==> src/rtl/rah_wr_arbiter_pkg.sv <==
// rah_wr_arbiter_pkg
// Shared types and helpers for the RAH encoder write-port arbiter.
//   arb_state_e      : arbiter FSM state encoding (IDLE / ARB / GRANT)
//   RAH_PACKET_WIDTH : width of one RAH packet, default data width of the arbiter
//   rrNext()         : round-robin successor of an index, wrapping at n-1 -> 0
package rah_wr_arbiter_pkg;

  localparam int RAH_PACKET_WIDTH = 48;

  typedef enum logic [1:0] {
    RAH_ARB_IDLE  = 2'd0,
    RAH_ARB_ARB   = 2'd1,
    RAH_ARB_GRANT = 2'd2
  } arb_state_e;

  // Explicit compare instead of modulo so non-power-of-two NUM_REQ wraps correctly.
  function automatic int unsigned rrNext(input int unsigned idx, input int unsigned n);
    return (idx + 1 == n) ? 0 : idx + 1;
  endfunction

endpackage

==> src/rtl/rah_wr_arbiter_rr_priority_picker.sv <==
// rr_priority_picker
// Combinational round-robin picker: finds the first asserted request when
// scanning rr_ptr_i, rr_ptr_i+1, ... (mod NUM_REQ).
//   req_i     in  NUM_REQ  request vector
//   rr_ptr_i  in  IDX_W    index with highest priority this round
//   found_o   out 1        at least one request is asserted
//   index_o   out IDX_W    chosen index (0 when found_o is low)
module rr_priority_picker
  import rah_wr_arbiter_pkg::*;
#(
  parameter int NUM_REQ = 4,
  parameter int IDX_W   = $clog2(NUM_REQ)
) (
  input  logic [NUM_REQ-1:0] req_i,
  input  logic [IDX_W-1:0]   rr_ptr_i,
  output logic               found_o,
  output logic [IDX_W-1:0]   index_o
);

  // Scan from the farthest offset down to offset 0 so the closest hit to
  // rr_ptr_i is the last one written and therefore wins.
  always_comb begin
    logic [IDX_W-1:0] idx;
    idx     = '0;
    found_o = 1'b0;
    index_o = '0;
    for (int k = NUM_REQ - 1; k >= 0; k--) begin
      idx = IDX_W'((int'(rr_ptr_i) + k) % NUM_REQ);
      if (req_i[idx]) begin
        found_o = 1'b1;
        index_o = idx;
      end
    end
  end

endmodule

==> src/rtl/rah_wr_arbiter.sv <==
// rah_wr_arbiter
// Round-robin burst arbiter letting NUM_REQ RAH app engines share one RAH
// encoder write lane. One requester is granted at a time for up to MAX_BURST
// beats, then the grant rotates.
//   clk                 in   1                 clock
//   rst                 in   1                 asynchronous active-high reset
//   req_valid_i         in   NUM_REQ           requester i has a packet
//   req_data_i          in   NUM_REQ*DW        packet i in bits [i*DW +: DW]
//   req_ready_o         out  NUM_REQ           beat from i accepted when valid&ready
//   fifo_almost_full_i  in   1                 encoder FIFO has <=1 free slot
//   wr_en_o             out  1                 registered write strobe to encoder FIFO
//   wr_data_o           out  DW                registered packet to encoder FIFO
//   grant_id_o          out  $clog2(NUM_REQ)   current / last grantee
//   busy_o              out  1                 high while in GRANT
module rah_wr_arbiter
  import rah_wr_arbiter_pkg::*;
#(
  parameter int NUM_REQ    = 4,
  parameter int DATA_WIDTH = RAH_PACKET_WIDTH,
  parameter int MAX_BURST  = 16
) (
  input  logic                          clk,
  input  logic                          rst,
  input  logic [NUM_REQ-1:0]            req_valid_i,
  input  logic [NUM_REQ*DATA_WIDTH-1:0] req_data_i,
  output logic [NUM_REQ-1:0]            req_ready_o,
  input  logic                          fifo_almost_full_i,
  output logic                          wr_en_o,
  output logic [DATA_WIDTH-1:0]         wr_data_o,
  output logic [$clog2(NUM_REQ)-1:0]    grant_id_o,
  output logic                          busy_o
);

  localparam int IDX_W = $clog2(NUM_REQ);
  localparam int CNT_W = $clog2(MAX_BURST + 1);

  arb_state_e            state_q, state_d;
  logic [IDX_W-1:0]      grant_id_q, grant_id_d;
  logic [IDX_W-1:0]      rr_ptr_q, rr_ptr_d;
  logic [CNT_W-1:0]      beat_cnt_q, beat_cnt_d;
  logic                  wr_en_q, wr_en_d;
  logic [DATA_WIDTH-1:0] wr_data_q, wr_data_d;

  logic                  pick_found;
  logic [IDX_W-1:0]      pick_index;
  logic                  grantee_valid;
  logic                  accept;
  logic [DATA_WIDTH-1:0] req_data_arr [NUM_REQ];

  for (genvar i = 0; i < NUM_REQ; i++) begin : g_unpack
    assign req_data_arr[i] = req_data_i[i*DATA_WIDTH +: DATA_WIDTH];
  end

  rr_priority_picker #(
    .NUM_REQ (NUM_REQ),
    .IDX_W   (IDX_W)
  ) u_picker (
    .req_i    (req_valid_i),
    .rr_ptr_i (rr_ptr_q),
    .found_o  (pick_found),
    .index_o  (pick_index)
  );

  // Almost-full rather than full gates ready: the write for a beat accepted
  // this cycle lands one cycle later and still needs a free slot.
  assign grantee_valid = req_valid_i[grant_id_q];
  assign accept        = (state_q == RAH_ARB_GRANT) && grantee_valid && !fifo_almost_full_i;

  always_comb begin
    req_ready_o = '0;
    if (state_q == RAH_ARB_GRANT) begin
      req_ready_o[grant_id_q] = !fifo_almost_full_i;
    end
  end

  // Next-state logic. Exit from GRANT is judged after counting this cycle's
  // beat, so a valid drop on the final beat yields a single exit. Going to ARB
  // on any valid (grantee included) re-grants a sole requester after a full
  // burst with exactly one bubble; after a valid drop the grantee is already
  // excluded because its valid is low.
  always_comb begin
    state_d    = state_q;
    grant_id_d = grant_id_q;
    rr_ptr_d   = rr_ptr_q;
    beat_cnt_d = beat_cnt_q;
    wr_en_d    = 1'b0;
    wr_data_d  = wr_data_q;
    unique case (state_q)
      RAH_ARB_IDLE: begin
        if (|req_valid_i) begin
          state_d = RAH_ARB_ARB;
        end
      end
      RAH_ARB_ARB: begin
        if (pick_found) begin
          grant_id_d = pick_index;
          beat_cnt_d = '0;
          state_d    = RAH_ARB_GRANT;
        end else begin
          state_d = RAH_ARB_IDLE;
        end
      end
      RAH_ARB_GRANT: begin
        if (accept) begin
          wr_en_d    = 1'b1;
          wr_data_d  = req_data_arr[grant_id_q];
          beat_cnt_d = beat_cnt_q + CNT_W'(1);
        end
        if ((accept && (beat_cnt_q == CNT_W'(MAX_BURST - 1))) || !grantee_valid) begin
          rr_ptr_d = IDX_W'(rrNext(32'(grant_id_q), NUM_REQ));
          state_d  = (|req_valid_i) ? RAH_ARB_ARB : RAH_ARB_IDLE;
        end
      end
      default: state_d = RAH_ARB_IDLE;
    endcase
  end

  always_ff @(posedge clk or posedge rst) begin
    if (rst) begin
      state_q    <= RAH_ARB_IDLE;
      grant_id_q <= '0;
      rr_ptr_q   <= '0;
      beat_cnt_q <= '0;
      wr_en_q    <= 1'b0;
      wr_data_q  <= '0;
    end else begin
      state_q    <= state_d;
      grant_id_q <= grant_id_d;
      rr_ptr_q   <= rr_ptr_d;
      beat_cnt_q <= beat_cnt_d;
      wr_en_q    <= wr_en_d;
      wr_data_q  <= wr_data_d;
    end
  end

  assign wr_en_o    = wr_en_q;
  assign wr_data_o  = wr_data_q;
  assign grant_id_o = grant_id_q;
  assign busy_o     = (state_q == RAH_ARB_GRANT);

endmodule

==> config.mk <==
export PLATFORM = sky130hd
export DESIGN_NAME = rah_wr_arbiter
export DESIGN_NICKNAME = d
export VERILOG_FILES = /design/src/rtl/rah_wr_arbiter_pkg.sv /design/src/rtl/rah_wr_arbiter_rr_priority_picker.sv /design/src/rtl/rah_wr_arbiter.sv
export SDC_FILE = /design/constraint.sdc
export NUM_CORES = 1
export LEC_CHECK = 0
export BUFFER_PORTS_ARGS = -buffer_cell sky130_fd_sc_hd__buf_2
export CAP_MARGIN = 15
export CORE_AREA = 2 2 100 102
export CTS_CLUSTER_SIZE = 20
export DETAILED_ROUTE_END_ITERATION = 7
export DIE_AREA = 0 0 102 104
export PLACE_DENSITY = 0.77
export SYNTH_ARGS = -nofsm -noshare
export SYNTH_HDL_FRONTEND = slang
export SYNTH_SLANG_ARGS = --single-unit
==> constraint.sdc <==
create_clock -name clk -period 4.7 [get_ports clk]
set_clock_uncertainty 0.2 [all_clocks]
set_input_delay 0.705 -clock clk [delete_from_list [all_inputs] [get_ports clk]]
set_output_delay 0.705 -clock clk [all_outputs]
set_load 0.01 [all_outputs]
# Yosys cells after proc, flatten, opt, wreduce, memory -nomap -nowiden
# Cells that the tools add are included.
[totals]
register_bits = 60
in_bits = 199
wordCells = 78
[classes]
n_addsub = 5
n_lt_le_gt_ge = 7
eq_ne = 8
n_mux = 35
n_bitwise = 2
n_reduce_logical = 15
[ops]
columns = ["cell", "count"]
rows = [
  ["$bmux W48 S2", 1],
  ["$mux W48", 2],
  ["$mux W2", 8],
  ["$lt A2 B3 Y1 const B", 5],
  ["$mux W1", 13],
  ["$bmux W1 S2", 5],
  ["$mux W5", 2],
  ["$pmux W5 S2", 1],
  ["$reduce_and A2 Y1", 4],
  ["$pmux W2 S3", 1],
  ["$add A5 B1 Y5 const B", 1],
  ["$eq A5 B4 Y1 const B", 1],
  ["$add A2 B2 Y2 const B", 2],
  ["$and A4 B4 Y4", 1],
  ["$logic_and A1 B1 Y1", 4],
  ["$mux W4", 1],
  ["$ne A2 B1 Y1 const B", 2],
  ["$ne A2 B2 Y1 const B", 2],
  ["$reduce_or A4 Y1", 1],
  ["$add A2 B1 Y3 const B", 1],
  ["$eq A3 B3 Y1 const B", 1],
  ["$ge A3 B3 Y1 const B", 1],
  ["$not A2 Y3", 1],
  ["$reduce_and A3 Y1", 1],
  ["9 further kinds", 10],
]

# Logic depth before layout (Yosys ltp)
[logic_depth]
ltp_word = 9
depth_mapped = 8
mapped_depth_nobuf = 7

# By module
# Synthesis repeated with hierarchy kept, for this count alone.
[unflattened]
cells_unflattened = 253
hier_area_um2 = 3813.7
[modules_own_cells]
columns = ["module", "instances", "cells_per_inst", "area_each_um2"]
rows = [
  ["rah_wr_arbiter", 1, 240, 3736.1],
  ["rr_priority_picker", 1, 13, 77.6],
]

# Worst setup path after synthesis
# No wires, ideal clock.
[synth_path]
path_kind = "reg2out"
startpoint = "register grant_id_q[0] (netlist: grant_id_o[0])"
endpoint = "output port req_ready_o[0]"
arrival_ns = 1.522
required_ns = 3.795
slack_ns = 2.273
path_stages_with_launch = 6
path_buffers = 2
path_cell_list = "dfrtp_1 -> buf_2 -> clkbuf_1 -> inv_1 -> ha_1 -> and2_1"
[synth_between]
elab_chain_len = 6
word_cells_on_any_way = 7
classes_between = "2 x order compare; 3 x mux; 1 x bitwise; 1 x reduce/logical"
[synth_rtl]
columns = ["item", "line_no", "source"]
rows = [
  ["start: declaration", "rah_wr_arbiter.sv:38", "logic [IDX_W-1:0] grant_id_q, grant_id_d;"],
  ["start signal: assignment", "rah_wr_arbiter.sv:128", "grant_id_q <= grant_id_d;"],
  ["$lt A2 B3 Y1 (implied by the code) or $ge A2 B1 Y1 (tied branches)", "rah_wr_arbiter.sv:72", "req_ready_o[grant_id_q] = !fifo_almost_full_i;"],
  ["$logic_and A1 B1 Y1 (implied by the code)", "rah_wr_arbiter.sv:72", ""],
  ["$mux W1 (implied by the code)", "rah_wr_arbiter.sv:72", ""],
  ["$demux W1 S2 (*)", "rah_wr_arbiter.sv:72", ""],
  ["$and A4 B4 Y4 (no source line) (*)", "-", ""],
  ["$mux W4 (*)", "rah_wr_arbiter.sv:71", "if (state_q == RAH_ARB_GRANT) begin"],
  ["end: declaration", "rah_wr_arbiter.sv:26", "output logic [NUM_REQ-1:0] req_ready_o,"],
]
# Every way passes the cells marked *; elsewhere a longest branch is shown, timed or not.

# Worst setup path after layout
[layout_path]
startpoint = "register grant_id_q[1] (netlist: grant_id_o[1])"
endpoint = "output port req_ready_o[0]"
# The elaborated chain is that of the path after synthesis.

==> run_results.csv <==
group,metric,value,unit
hold_path,hold_class,"flip-flop to flip-flop",
hold_path,worst_hold_path.num_cells,1,
synthesis,yosysTopAreaCell,"dfrtp_1",
routing,drt-pass1-iter-count,4,
place,place.gp.congestion,0.820,
critical_path,cp-start-kind,"flip-flop",
critical_path,required,3800,ps
synthesis,yosysWarnings,0,
critical_path,crit_type,"flip-flop to primary output",
die,fp.coreArea,0.00955,mm2
power_and_ir_drop,p_leak,2.66,nW
critical_path,worstRegToRegCells,4,
place,dpl.hpwl,8420,um
critical_path,end_kind,"primary output",
finish,drive_gt1_share,73.7,%
clocking,clkTransAtPathRegs,70,ps
clocking,cts_setup_buffers,0,
synthesis,syn_avg_cell_area,15.1,um2
synthesis,yosys-top-cells-area,"dfrtp_1 (40%), mux4_2 (29%), mux2_2 (13%)",
die,dieHeight,104,um
clocking,clockBufferDepth,2,
critical_path,rr_startpoint,"grant_id_o[0]$_DFFE_PP0P_",
sta,hold_viol_final,0,
sta,final-setup-viol-count,0,
global_routing,track_usage,20.2,%
die,dieArea,0.0106,mm2
sta,period_needed,2820,ps
global_routing,grt_pass1_wl,16800,um
synthesis,synth_top_area_share,39.7,%
global_routing,grt_max_degree,61,
synthesis,seq_area_frac_synth,39.7,%
global_routing,antenna_found_initial,1,
critical_path,crit_arrival,1920,ps
sta,rsz0062_at_grt,"false",
clocking,cts_resized,0,
hold_path,hold-path-endpoint,"wr_data_o[1]$_DFFE_PP0P_",
critical_path,cpPeakStageDelay,560,ps
synthesis,syn_area,0.00378,mm2
critical_path,path_cells,"buf_4 > inv_1 > ha_1 > and2_1 > buf_2",
finish,fillers,853,
routing,drt-initial-drc-count,109,
run_status,status,"finished, final reports clean",
finish,nets,711,
die,start_util,39.6,%
finish,stdcell_count,639,
clocking,cts_buffers,9,
routing,vias,3288,
sta,fin_crit_sh,60.1,%
sta,max-slew-margin-rel,50.1,%
job,cap_violations,0,
die,placement_rows,36,
critical_path,slowest_stage,"buf_4",
synthesis,synth_nets,459,
global_routing,grt.overflow.total,0,
routing,wl_per_cell,16.7,um
clocking,cts_tree,"yes",
routing,route.detailed.drc,0,
sta,fin_setup_tns,0,ps
sta,slew_viol_final,0,
hold_path,hold_start,"wr_data_o[1]$_DFFE_PP0P_",
critical_path,cp_max_fo,54,
critical_path,r2r-end,"wr_data_o[22]$_DFFE_PP0P_",
critical_path,reg2reg_slack,2100,ps
sta,worst_pin_slew,749,ps
routing,drt_wl_total,10700,um
routing,avgViaCountPerCell,5.15,
clocking,htreeDepth,3,
synthesis,synth_cell_types,36,
synthesis,netlist_instances,250,
routing,postRouteAntennaNets,0,
global_routing,grt_pass1_vias,3606,
clocking,cts.sinks,60,
synthesis,ys_ff_latch,60,
place,io_buffer_count,254,
die,die_x,102,um
clocking,worstSkewPairLatency,320,ps
finish,syn_to_final_growth,41.2,%
place,placedCellCount,623,
power_and_ir_drop,irDropWorstVdd,0.341,mV
sta,max_freq,0.354,GHz
power_and_ir_drop,powerDensity,517,mW/mm2
clocking,cts_hold_buffers,0,
die,io_pins,255,
clocking,root_buffer,"clkbuf_8",
[through the flow]
stage	setup WS (ps)	util, %	area [um2]	hold WS [ps]	power (mW)
2_1_floorplan	2270	-	3780	266	1.89
3_3_place_gp	1740	53.8	5140	272	2.30
3_5_place_dp	1650	53.8	5140	276	2.37
6_report	1880	55.9	5330	288	2.76
5_1_grt	1750	55.9	5330	318	2.96
4_1_cts	1810	55.6	5310	291	2.80
[cell type report]
| cell class | instances | area [um2] | share of cell area [%] |
|---|---|---|---|
| Antenna cell | 1 | 2.50 | 0.0469 |
| Inverter | 12 | 45.0 | 0.844 |
| Timing Repair Buffer | 258 | 1310 | 24.6 |
| Multi-Input combinational cell | 161 | 2120 | 39.8 |
| Clock inverter | 2 | 10.0 | 0.188 |
| Sequential cell | 60 | 1510 | 28.2 |
| Clock buffer | 12 | 165 | 3.10 |
| Tap cell | 133 | 166 | 3.12 |
[metal layers]
layer	vias up	routed length [um]	share of wire, %	GRT usage [%]
met4	0	255	2.4	7.81
met5	-	0	0	0
met3	26	969	9.1	5.91
li1	1477	-	-	-
met2	168	5590	52	36.2
met1	1617	3880	36	21.9
[Yosys cell counts]
master	n
a2111oi_0	1
a21boi_0	1
a21o_1	3
a21oi_1	2
a22o_1	2
and2_1	4
and3_1	1
buf_2	5
buf_4	3
buf_6	2
buf_8	1
clkbuf_1	6
dfrtp_1	60
ha_1	10
inv_1	12
mux2_1	9
mux2_2	44
mux4_2	49
nand2_1	7
nand2_2	1
nand2b_1	3
nand3_1	3
nand3b_1	1
nor2_1	4
nor2b_1	3
nor3_1	1
o211ai_1	1
o21ai_0	3
o21ai_2	1
o221ai_1	1
o22a_1	1
o22ai_1	1
o311ai_1	1
or2_2	1
or4_1	1
or4_4	1
[where the power goes]
part	switching [mW]	leakage, nW	total (mW)	internal, mW
Clock	0.193	0.0941	0.420	0.227
Combinational	0.621	1.83	1.41	0.792
Sequential	0.174	0.740	0.927	0.753
[registers in the layout, indices dropped and copies added, names as in the netlist]
signal	cells
wr_data_o	48
grant_id_o	2
wr_en_o	1
state_q	2
rr_ptr_q	2
beat_cnt_q	5
[worst max-delay path by stage]
stage	to	depth (start not counted)	startpoint	slack, ps
3_5_place_dp	wr_data_o[22]$_DFFE_PP0P_	4	req_valid_i[3]	1650
6_report	req_ready_o[0]	5	grant_id_o[1]$_DFFE_PP0P_	1880
4_1_cts	wr_data_o[5]$_DFFE_PP0P_	6	state_q[0]$_DFFE_PP0P_	1810
5_1_grt	req_ready_o[3]	6	state_q[0]$_DFFE_PP0P_	1750
3_3_place_gp	wr_data_o[19]$_DFFE_PP0P_	4	req_valid_i[3]	1740
2_1_floorplan	req_ready_o[0]	5	grant_id_o[0]$_DFFE_PP0P_	2270
[cells in the final DEF (no fill, tap or decap), drive strengths merged, types with 2 or more instances in the layout]
cell type  count
buf          258
dfrtp         60
mux2          53
mux4          49
clkbuf        12
inv           12
ha            10
nand2          8
nor2           4
and2           4
o21ai          4
nor2b          3
nand2b         3
a21o           3
nand3          3
a21oi          2
a22o           2
clkinv         2
or4            2
[kinds of logic after synthesis]
logic type / after synthesis / share of synthesized area, %
AO/OA/AOI/OAI: 18 / 3.44
adder cells (fa/ha/maj): 10 / 3.31
buffers and inverters: 29 / 4.04
flip-flops: 60 / 39.7
multiplexers: 102 / 45.0
AND/OR/NAND/NOR: 31 / 4.47
[critical path, delay by kind of cell (launching register included)]
family,cells,cell delay [ps]
fa+ha+maj,1,220
buf+inv,3,850
flops,1,380
simple gates,1,130
No activity file was read; power rests on OpenSTA's default activity.
